[config.mk]
export PLATFORM = sky130hd
export DESIGN_NAME = id_decode_stage
export DESIGN_NICKNAME = d
export VERILOG_FILES = /design/src/rtl/id_decode_stage.sv
export SDC_FILE = /design/constraint.sdc
export NUM_CORES = 1
export LEC_CHECK = 0
export ABC_AREA = 1
export BUFFER_PORTS_ARGS = -buffer_cell sky130_fd_sc_hd__buf_4
export CAP_MARGIN = 20
export CORE_AREA = 2 2 119 121
export DETAILED_ROUTE_END_ITERATION = 8
export DIE_AREA = 0 0 121 123
export PLACE_DENSITY = 0.65
export RECOVER_POWER = 25
export SKIP_CTS_REPAIR_TIMING = 1
export SLEW_MARGIN = 5
export SYNTH_ARGS = -nofsm -noshare
export SYNTH_HDL_FRONTEND = slang
export SYNTH_SLANG_ARGS = --single-unit
[constraint.sdc]
create_clock -name clk -period 4.3 [get_ports clk]
set_clock_uncertainty 0.1 [all_clocks]
set_input_delay 0.43 -clock clk [delete_from_list [all_inputs] [get_ports clk]]
set_output_delay 0.43 -clock clk [all_outputs]
set_load 0.01 [all_outputs]
[src/rtl/id_decode_stage.sv]
// id_decode_stage: IF->ID pipeline stage feeding the immediate generator.
// Accepts {pc, inst} on a valid/ready handshake, decodes the immediate format,
// and presents the result downstream through a 2-entry skid buffer (main + skid).
// Optional feature macro: DEC_ILLEGAL_EN (enables illegal-encoding detection on out_illegal).
module id_decode_stage #(
    parameter int          PC_W     = 32,
    parameter logic [31:0] NOP_INST = 32'h00000013
) (
    input  logic            clk,
    input  logic            rst,
    input  logic            flush,
    input  logic            in_valid,
    output logic            in_ready,
    input  logic [PC_W-1:0] in_pc,
    input  logic [31:0]     in_inst,
    output logic            out_valid,
    input  logic            out_ready,
    output logic [PC_W-1:0] out_pc,
    output logic [31:0]     out_inst,
    output logic [3:0]      out_imm_sel,
    output logic [4:0]      out_rd,
    output logic [4:0]      out_rs1,
    output logic [4:0]      out_rs2,
    output logic            out_illegal
);

    localparam logic [6:0] OPC_LUI    = 7'b0110111;
    localparam logic [6:0] OPC_AUIPC  = 7'b0010111;
    localparam logic [6:0] OPC_JAL    = 7'b1101111;
    localparam logic [6:0] OPC_JALR   = 7'b1100111;
    localparam logic [6:0] OPC_LOAD   = 7'b0000011;
    localparam logic [6:0] OPC_SYSTEM = 7'b1110011;
    localparam logic [6:0] OPC_BRANCH = 7'b1100011;
    localparam logic [6:0] OPC_STORE  = 7'b0100011;
    localparam logic [6:0] OPC_OPIMM  = 7'b0010011;
    localparam logic [6:0] OPC_OP     = 7'b0110011;
    localparam logic [6:0] OPC_MISC   = 7'b0001111;

    // Immediate format: [3]=unsigned, [2:0]=0 none,1 I,2 IS,3 S,4 B,5 U,6 J.
    // Unrecognised opcodes fall through to 0000.
    function automatic logic [3:0] decode_imm_sel(input logic [31:0] inst);
        logic [3:0] sel;
        sel = 4'b0000;
        case (inst[6:0])
            OPC_LUI, OPC_AUIPC:               sel = 4'b0101;
            OPC_JAL:                          sel = 4'b0110;
            OPC_JALR, OPC_LOAD, OPC_SYSTEM:   sel = 4'b0001;
            OPC_BRANCH:                       sel = 4'b0100;
            OPC_STORE:                        sel = 4'b0011;
            OPC_OPIMM: begin
                case (inst[14:12])
                    3'b001, 3'b101: sel = 4'b0010;   // shifts use shamt form
                    3'b011:         sel = 4'b1001;   // SLTIU compares unsigned
                    default:        sel = 4'b0001;
                endcase
            end
            default:                          sel = 4'b0000;
        endcase
        return sel;
    endfunction

`ifdef DEC_ILLEGAL_EN
    // Every recognised opcode ends in 2'b11, so an opcode match also covers inst[1:0].
    function automatic logic decode_illegal(input logic [31:0] inst);
        logic ill;
        ill = 1'b1;
        case (inst[6:0])
            OPC_LUI, OPC_AUIPC, OPC_JAL, OPC_JALR, OPC_LOAD, OPC_SYSTEM,
            OPC_BRANCH, OPC_STORE, OPC_OPIMM, OPC_OP, OPC_MISC: ill = 1'b0;
            default: ill = 1'b1;
        endcase
        return ill;
    endfunction
`endif

    // Skid entry
    logic            skid_valid;
    logic [PC_W-1:0] skid_pc;
    logic [31:0]     skid_inst;
    logic [3:0]      skid_imm_sel;

    logic [3:0]      in_imm_sel;
    logic            acc;
    logic            adv;
    logic            skid_load;

`ifdef DEC_ILLEGAL_EN
    logic            in_illegal;
    logic            skid_illegal;
    logic            main_illegal;
    assign out_illegal = main_illegal;
`else
    assign out_illegal = 1'b0;
`endif

    // Decode the entry being loaded, plus handshake qualifiers
    always_comb begin
        in_imm_sel = decode_imm_sel(in_inst);
`ifdef DEC_ILLEGAL_EN
        in_illegal = decode_illegal(in_inst);
`endif
        acc       = in_valid & in_ready;
        adv       = ~out_valid | out_ready;
        skid_load = acc & (~adv | skid_valid);
    end

    // Ready depends only on registered state: stop accepting once the skid entry is occupied
    assign in_ready = ~skid_valid;

    // Register indices are fixed fields of the held instruction
    assign out_rd  = out_inst[11:7];
    assign out_rs1 = out_inst[19:15];
    assign out_rs2 = out_inst[24:20];

    // Main entry and both valid bits: reset/flush first, then advance/fill/stall
    always_ff @(posedge clk) begin
        if (rst) begin
            out_valid   <= 1'b0;
            skid_valid  <= 1'b0;
            out_pc      <= '0;
            out_inst    <= NOP_INST;
            out_imm_sel <= 4'b0000;
`ifdef DEC_ILLEGAL_EN
            main_illegal <= 1'b0;
`endif
        end else if (flush) begin
            out_valid   <= 1'b0;
            skid_valid  <= 1'b0;
            out_inst    <= NOP_INST;
            out_imm_sel <= 4'b0000;
`ifdef DEC_ILLEGAL_EN
            main_illegal <= 1'b0;
`endif
        end else if (adv) begin
            if (skid_valid) begin
                out_valid   <= 1'b1;
                out_pc      <= skid_pc;
                out_inst    <= skid_inst;
                out_imm_sel <= skid_imm_sel;
`ifdef DEC_ILLEGAL_EN
                main_illegal <= skid_illegal;
`endif
                skid_valid  <= acc;
            end else if (acc) begin
                out_valid   <= 1'b1;
                out_pc      <= in_pc;
                out_inst    <= in_inst;
                out_imm_sel <= in_imm_sel;
`ifdef DEC_ILLEGAL_EN
                main_illegal <= in_illegal;
`endif
            end else begin
                out_valid   <= 1'b0;
            end
        end else if (acc) begin
            skid_valid  <= 1'b1;
        end
    end

    // Skid payload: captured whenever the incoming entry cannot go straight to main
    always_ff @(posedge clk) begin
        if (!flush && skid_load) begin
            skid_pc      <= in_pc;
            skid_inst    <= in_inst;
            skid_imm_sel <= in_imm_sel;
`ifdef DEC_ILLEGAL_EN
            skid_illegal <= in_illegal;
`endif
        end
    end

endmodule

==> flow_summary_export.csv, run 1 <==
group,metric,value,unit
outcome,status,"completed",
clock_network,clock_path_buffers,2,
clock_network,path_clk_slew,0.06,ns
clock_network,clock_latency,0.42,ns
drt,vias_per_cell,4.94,
drt,routed_wl,12400,um
worst_setup_path,worst-setup-path-type,"flip-flop to flip-flop",
timing,rsz0062_at_grt,"no",
timing,tightestPinTransition,0.995,ns
timing,drv_slew,0,
finish,final_core_util,50.9,%
yosys,ys_seq_area_share,64.8,%
yosys,synth.distinct_cells,23,
floorplan,num_io_pins,155,
yosys,yosysTopAreaCellShare,38.4,%
finish,antennaDiodeCount,0,
flow_run,maxCapViolCount,0,
grt,grt_use_total,17.1,%
yosys,synthCells,515,
worst_setup_path,critPathRequiredTime,4.54,ns
floorplan,placementRows,43,
worst_setup_path,endpoint_kind,"flip-flop",
yosys,yosys_register_bits,138,
drt,ant_nets,0,
place,place_ws,1.60,ns
worst_setup_path,arrival,2.89,ns
timing,finalCritPeriodShare,61.7,%
worst_setup_path,crit_slowest_cell,"dfxtp_2",
yosys,avgSynthCellArea,10.3,sq um
worst_setup_path,startpoint_type,"flip-flop",
floorplan,fp.dieH,123,um
yosys,synth.area.top_cells,"edfxtp_1, dfxtp_1, nand2_1",
timing,worst_slack,1.65,ns
clock_network,cts_sinks,138,
worst_setup_path,worstPathMaxFanout,64,
worst_setup_path,max_stage_delay,0.66,ns
grt,grt_overflow,0,
power_and_ir_drop,power_density,452,nW/um^2
timing,hold_slack,0.122,ns
yosys,synth_area,5320,sq um
timing,max_clock_freq,377,MHz
timing,max-slew-margin-rel,33.6,%
grt,grt_max_degree,71,
timing,tns,0,ns
finish,stdcell_area,6920,sq um
clock_network,cts_root_buf,"clkbuf_16",
drt,wl_per_cell,14.9,um
yosys,synth_warnings,0,
place,placed_area,6480,sq um
place,portBuffers,153,
place,dpl.hpwl,8090,um
floorplan,design.core.area,13600,sq um
finish,ff_latch_area,3440,sq um
drt,drc,0,
yosys,synth_top_cell_by_area,"edfxtp_1",
floorplan,initial_core_util,39.0,%
drt,drtPass1Iterations,4,
clock_network,cts_max_level,4,
place,place_congestion,0.772,
clock_network,cts_buffers,17,
finish,layout_common_cells,"nand2_1, buf_4, dfxtp_1",
finish,drive_gt1_share,22.6,%
finish,final_common_cell,"nand2_1",
drt,drt-initial-drc-count,236,
power_and_ir_drop,ir_drop,191,uV
drt,num_vias,4121,
grt,grt_pass1_vias,3821,
floorplan,chipWidth,121,um
yosys,syn_nets,584,
timing,hold_viol_final,0,
worst_setup_path,cp_cell_sequence,"buf_4, nor2_1, nor2_4, inv_4, nor2_8, o21bai_1, a31oi_1",
grt,grt_pass1_wl,19500,um
power_and_ir_drop,p_leak,2.86,nW
floorplan,design.die.area,14900,sq um
clock_network,cts_tree,"yes",
finish,multiInputGateArea,1570,sq um
timing,period_needed,2.65,ns
timing,setup_viol,0,
finish,final_nets,711,
hold_path,hold_class,"primary input to flip-flop",
finish,area_growth,30.2,%
finish,fillers,1298,
grt,antenna_found_initial,0,
-- layout make-up --
cell class                      count  area share (%)
Inverter                           13           0.741
Tap cell                          180            3.25
Clock inverter                      3           0.235
Timing Repair Buffer              158            14.9
Clock buffer                       29            8.46
Sequential cell                   138            49.8
Multi-Input combinational cell    314            22.6
-- power breakdown --
| group | total [W] | switching [W] | internal (W) |
|---|---|---|---|
| sequential | 0.00145 | 0.0000247 | 0.00142 |
| clock | 0.00144 | 0.000516 | 0.000922 |
| combinational | 0.000243 | 0.000131 | 0.000112 |
-- final timing paths --
check                           startpoint                        to  slack (ns)  cells past startpoint
setup / recovery   skid_valid$_SDFFE_PP0P_   out_pc[17]$_SDFFE_PP0P_        1.65                      7
hold / removal                 in_inst[27]   skid_inst[27]$_DFFE_PP_        0.12                      1
hold reg to reg   out_inst[4]$_SDFFE_PP1P_  out_inst[4]$_SDFFE_PP1P_        0.39                      2
setup reg to reg   skid_valid$_SDFFE_PP0P_   out_pc[17]$_SDFFE_PP0P_        1.65                      7
-- logic make-up after synthesis --
group,synth area share (%)
and+or+nand+nor,13.1
DFF,64.8
buffers and inverters,5.96
AOI/OAI and AO/OA,16.1
other,0.0706
-- metal layers --
| layer | vias to the layer above | share of wire (%) | global-route usage, % |
|---|---|---|---|
| met5 | - | 0 | 0 |
| li1 | 2047 | - | - |
| met2 | 155 | 45 | 26.1 |
| met3 | 19 | 8.5 | 6.27 |
| met4 | 0 | 1.8 | 7.19 |
| met1 | 1900 | 45 | 22.0 |
-- synth_stat cells --
| library cell | n |
|---|---|
| nand2_1 | 144 |
| dfxtp_1 | 70 |
| edfxtp_1 | 68 |
| a31oi_1 | 61 |
| o21bai_1 | 32 |
| o21ai_0 | 31 |
| clkbuf_1 | 26 |
| buf_4 | 19 |
| nor2_1 | 19 |
| inv_1 | 11 |
| a21oi_1 | 8 |
| nand3_1 | 8 |
| buf_2 | 5 |
| o21ai_1 | 3 |
| o311ai_0 | 2 |
| conb_1 | 1 |
| inv_2 | 1 |
| inv_4 | 1 |
| nand4_1 | 1 |
| nor2_4 | 1 |
| nor2_8 | 1 |
| nor3_1 | 1 |
| o211ai_1 | 1 |
-- critical path: cells and delay by family (launching register included) --
kind | cells | cell delay (ns)
simple gates | 3 | 0.92
compound gates | 2 | 0.30
buf+inv | 2 | 0.56
flops | 1 | 0.66
-- sequential cells by signal, summed over array words and instances (netlist names) --
name and count:
out_inst 32, out_valid 1, out_imm_sel 4, skid_pc 32, skid_imm_sel 4, out_pc 32
skid_inst 32, skid_valid 1
-- metrics by stage --
step / power [W] / instances
detailed placement: 0.00174 / 803
finish: 0.00313 / 835
global route: 0.00325 / 835
floorplan: 0.00160 / 515
CTS: 0.00317 / 835
global placement: 0.00173 / 803
(Power assumes the default switching activity.)
==> run 2: changes to the inputs <==
Settings changed: ABC_AREA 1 to 0.
Clock period 4.3 ns to 2.3 ns, I/O delays scaled along.
==> run 2 against run 1 <==
Via count down 3.5%; fmax up 38%; critical path depth down 2; clock power up 99%; utilization up 6.2 points; final cell count down 2.3%; sequential share of layout area down 5.4 points; register-to-register slack worse by 1.3 ns; area after synthesis up 1.1%; die area unchanged; wire length up 1.4%; global-route usage down 0.63 points; largest cell class unchanged; highest routed layer unchanged.
==> flow_summary_export.csv, run 2 <==
group,metric,value,unit
worst_setup_path,r2r_start,"skid_valid$_SDFFE_PP0P_",
yosys,synth_warnings,0,
flow_run,maxCapViolCount,0,
floorplan,initial_core_util,39.5,%
timing,hold_slack,0.0842,ns
yosys,synthTopCellsByCount,"dfxtp_1, edfxtp_1, mux2i_1, nor2_1, a211oi_1",
yosys,synth.distinct_cells,38,
clock_network,cts_buffers,17,
timing,max-slew-margin-rel,65.3,%
worst_setup_path,arrival,2.14,ns
yosys,yosys_register_bits,138,
timing,hold_viol_final,0,
yosys,synth_xor_area_share,0,%
worst_setup_path,max_stage_delay,0.68,ns
timing,tns,0,ns
finish,area_growth,44.5,%
power_and_ir_drop,ir_drop,568,uV
grt,antenna_found_initial,0,
drt,routed_wl,12600,um
outcome,status,"completed",
timing,finalCritPeriodShare,83.4,%
grt,grt_pass1_wl,18800,um
clock_network,cts_tree,"yes",
grt,grt_use_total,16.5,%
worst_setup_path,path_delay_family,"flip-flops",
drt,drtPass1Iterations,6,
floorplan,design.die.area,14900,sq um
yosys,synth_edf_count,68,
yosys,synthAdderAreaFrac,0,%
floorplan,num_io_pins,155,
hold_path,hp-start,"flush",
yosys,synthCells,424,
grt,grt_pass1_vias,3662,
power_and_ir_drop,power_density,790,nW/um^2
finish,final_common_cell,"buf_4",
finish,drive_gt1_share,25.0,%
yosys,synth.area.top_cells,"edfxtp_1, dfxtp_1, mux2i_1",
drt,ant_nets,0,
yosys,synth_top_family_by_area,"multiplexers",
floorplan,design.core.area,13600,sq um
finish,multiInputGateArea,1690,sq um
finish,antennaDiodeCount,0,
drt,num_vias,3976,
grt,grt_overflow,0,
yosys,async_reset_ff_share,0,%
timing,period_needed,1.92,ns
clock_network,cts_sinks,138,
worst_setup_path,crit_slowest_cell,"dfxtp_4",
yosys,avgSynthCellArea,12.7,sq um
yosys,ys.flop_type,"dfxtp_1",
power_and_ir_drop,p_leak,2.87,nW
clock_network,cts_root_buf,"clkbuf_16",
finish,final_nets,692,
clock_network,cts_max_level,4,
worst_setup_path,critPathLaunch,"skid_valid$_SDFFE_PP0P_",
floorplan,chipWidth,121,um
place,place_congestion,0.712,
drt,drc,0,
timing,setup_viol,0,
yosys,synth_area,5370,sq um
timing,drv_slew,0,
yosys,yosysMostFrequentCell,"dfxtp_1",
yosys,synthSimpleGateAreaFrac,7.64,%
finish,ff_latch_area,3450,sq um
worst_setup_path,crit_path_frequent_cell,"nor2_1",
worst_setup_path,endpoint_kind,"flip-flop",
worst_setup_path,worstPathMaxFanout,64,
timing,max_clock_freq,521,MHz
worst_setup_path,startpoint_type,"flip-flop",
floorplan,fp.dieH,123,um
yosys,ys_seq_area_share,64.1,%
worst_setup_path,cp_cell_sequence,"nor2_1, nor3_4, buf_12, nor2_1, a211oi_1",
place,portBuffers,153,
drt,vias_per_cell,4.87,
place,dpl.hpwl,7890,um
yosys,syn_nets,493,
worst_setup_path,critPathRequiredTime,2.52,ns
drt,wl_per_cell,15.4,um
clock_network,clock_latency,0.41,ns
clock_network,path_clk_slew,0.06,ns
drt,drt-initial-drc-count,167,
finish,layout_common_cells,"buf_4, dfxtp_1, edfxtp_1",
worst_setup_path,worst-path-buf-inv,1,
finish,fillers,1138,
yosys,synth_compound_area_share,11.1,%
floorplan,placementRows,43,
timing,tightestPinTransition,0.519,ns
timing,rsz0062_at_grt,"no",
hold_path,hold_class,"primary input to flip-flop",
yosys,synth_top_cell_by_area,"edfxtp_1",
yosys,yosysTopAreaCellShare,38.0,%
worst_setup_path,worst-setup-path-type,"flip-flop to flip-flop",
clock_network,clock_path_buffers,2,
grt,grt_max_degree,65,
yosys,synthMuxAreaShare,12.3,%
==> run 2: cell types whose count changed after synthesis, moves of 6 or more <==
cell      change
mux2i_1      +65
nand2_1     -137
o21bai_1     -31
nand3_1       -7
inv_1         -8
buf_2        +10
a211oi_1     +62
nor2_1       +46
o21ai_0      -28
a21oi_1       -6
clkbuf_1     -14
a31oi_1      -60
==> run 2: layer usage <==
metal  global-route usage (%)  wire length [um]
met4                     5.01               135
met1                     21.3              5790
met5                        0                 0
met3                     6.60               764
met2                     25.4              5910
==> run 2: metrics by stage <==
stage / cell area [sq um] / worst slack [ns] / std cells / power [W] / utilization [%]
2_1_floorplan: 5410 / -1.18 / 424 / 0.00299 / -
3_3_place_gp: 6630 / 0.454 / 720 / 0.00326 / 48.7
3_5_place_dp: 6630 / 0.390 / 720 / 0.00327 / 48.7
4_1_cts: 7270 / 0.362 / 752 / 0.00615 / 53.4
5_1_grt: 7770 / 0.208 / 816 / 0.00636 / 57.1
6_report: 7770 / 0.381 / 816 / 0.00614 / 57.1
==> run 2: area by class of cell <==
class / count / area share [%]
flip-flops and latches: 138 / 44.4
clock buffers: 29 / 7.80
inverters: 3 / 0.145
well taps: 180 / 2.90
repair buffers: 224 / 22.5
multi-input cells: 239 / 21.8
clock inverters: 3 / 0.516
==> run 2: where the power goes <==
part | internal [W] | switching, W | total, W
logic | 0.000297 | 0.000274 | 0.000571
registers | 0.00265 | 0.0000438 | 0.00270
clock network | 0.00189 | 0.000978 | 0.00287
total | 0.00484 | 0.00130 | 0.00614
==> run 2: logic make-up (layout without fill, tap and decap cells) <==
| logic type | Yosys count | count (layout) |
|---|---|---|
| flops | 138 | 138 |
| simple gates | 91 | 91 |
| buf+inv | 47 | 259 |
| mux | 66 | 66 |
| other cells | 1 | 1 |
| compound gates | 81 | 81 |
==> run 2: worst register-to-register path: cells and delay by family (launching register included) <==
family | cells | cell delay [ns]
DFF | 1 | 0.68
AOI/OAI and AO/OA | 1 | 0.23
and+or+nand+nor | 3 | 0.55
buffers and inverters | 1 | 0.27
==> run 2: path summary, 6_finish.rpt <==
check | endpoint | slack, ns | cells past startpoint
worst max-delay path | out_pc[23]$_SDFFE_PP0P_ | 0.38 | 5
worst min-delay path | out_inst[1]$_SDFFE_PP1P_ | 0.08 | 3
worst max register to register | out_pc[23]$_SDFFE_PP0P_ | 0.38 | 5
worst min register to register | out_inst[1]$_SDFFE_PP1P_ | 0.39 | 2
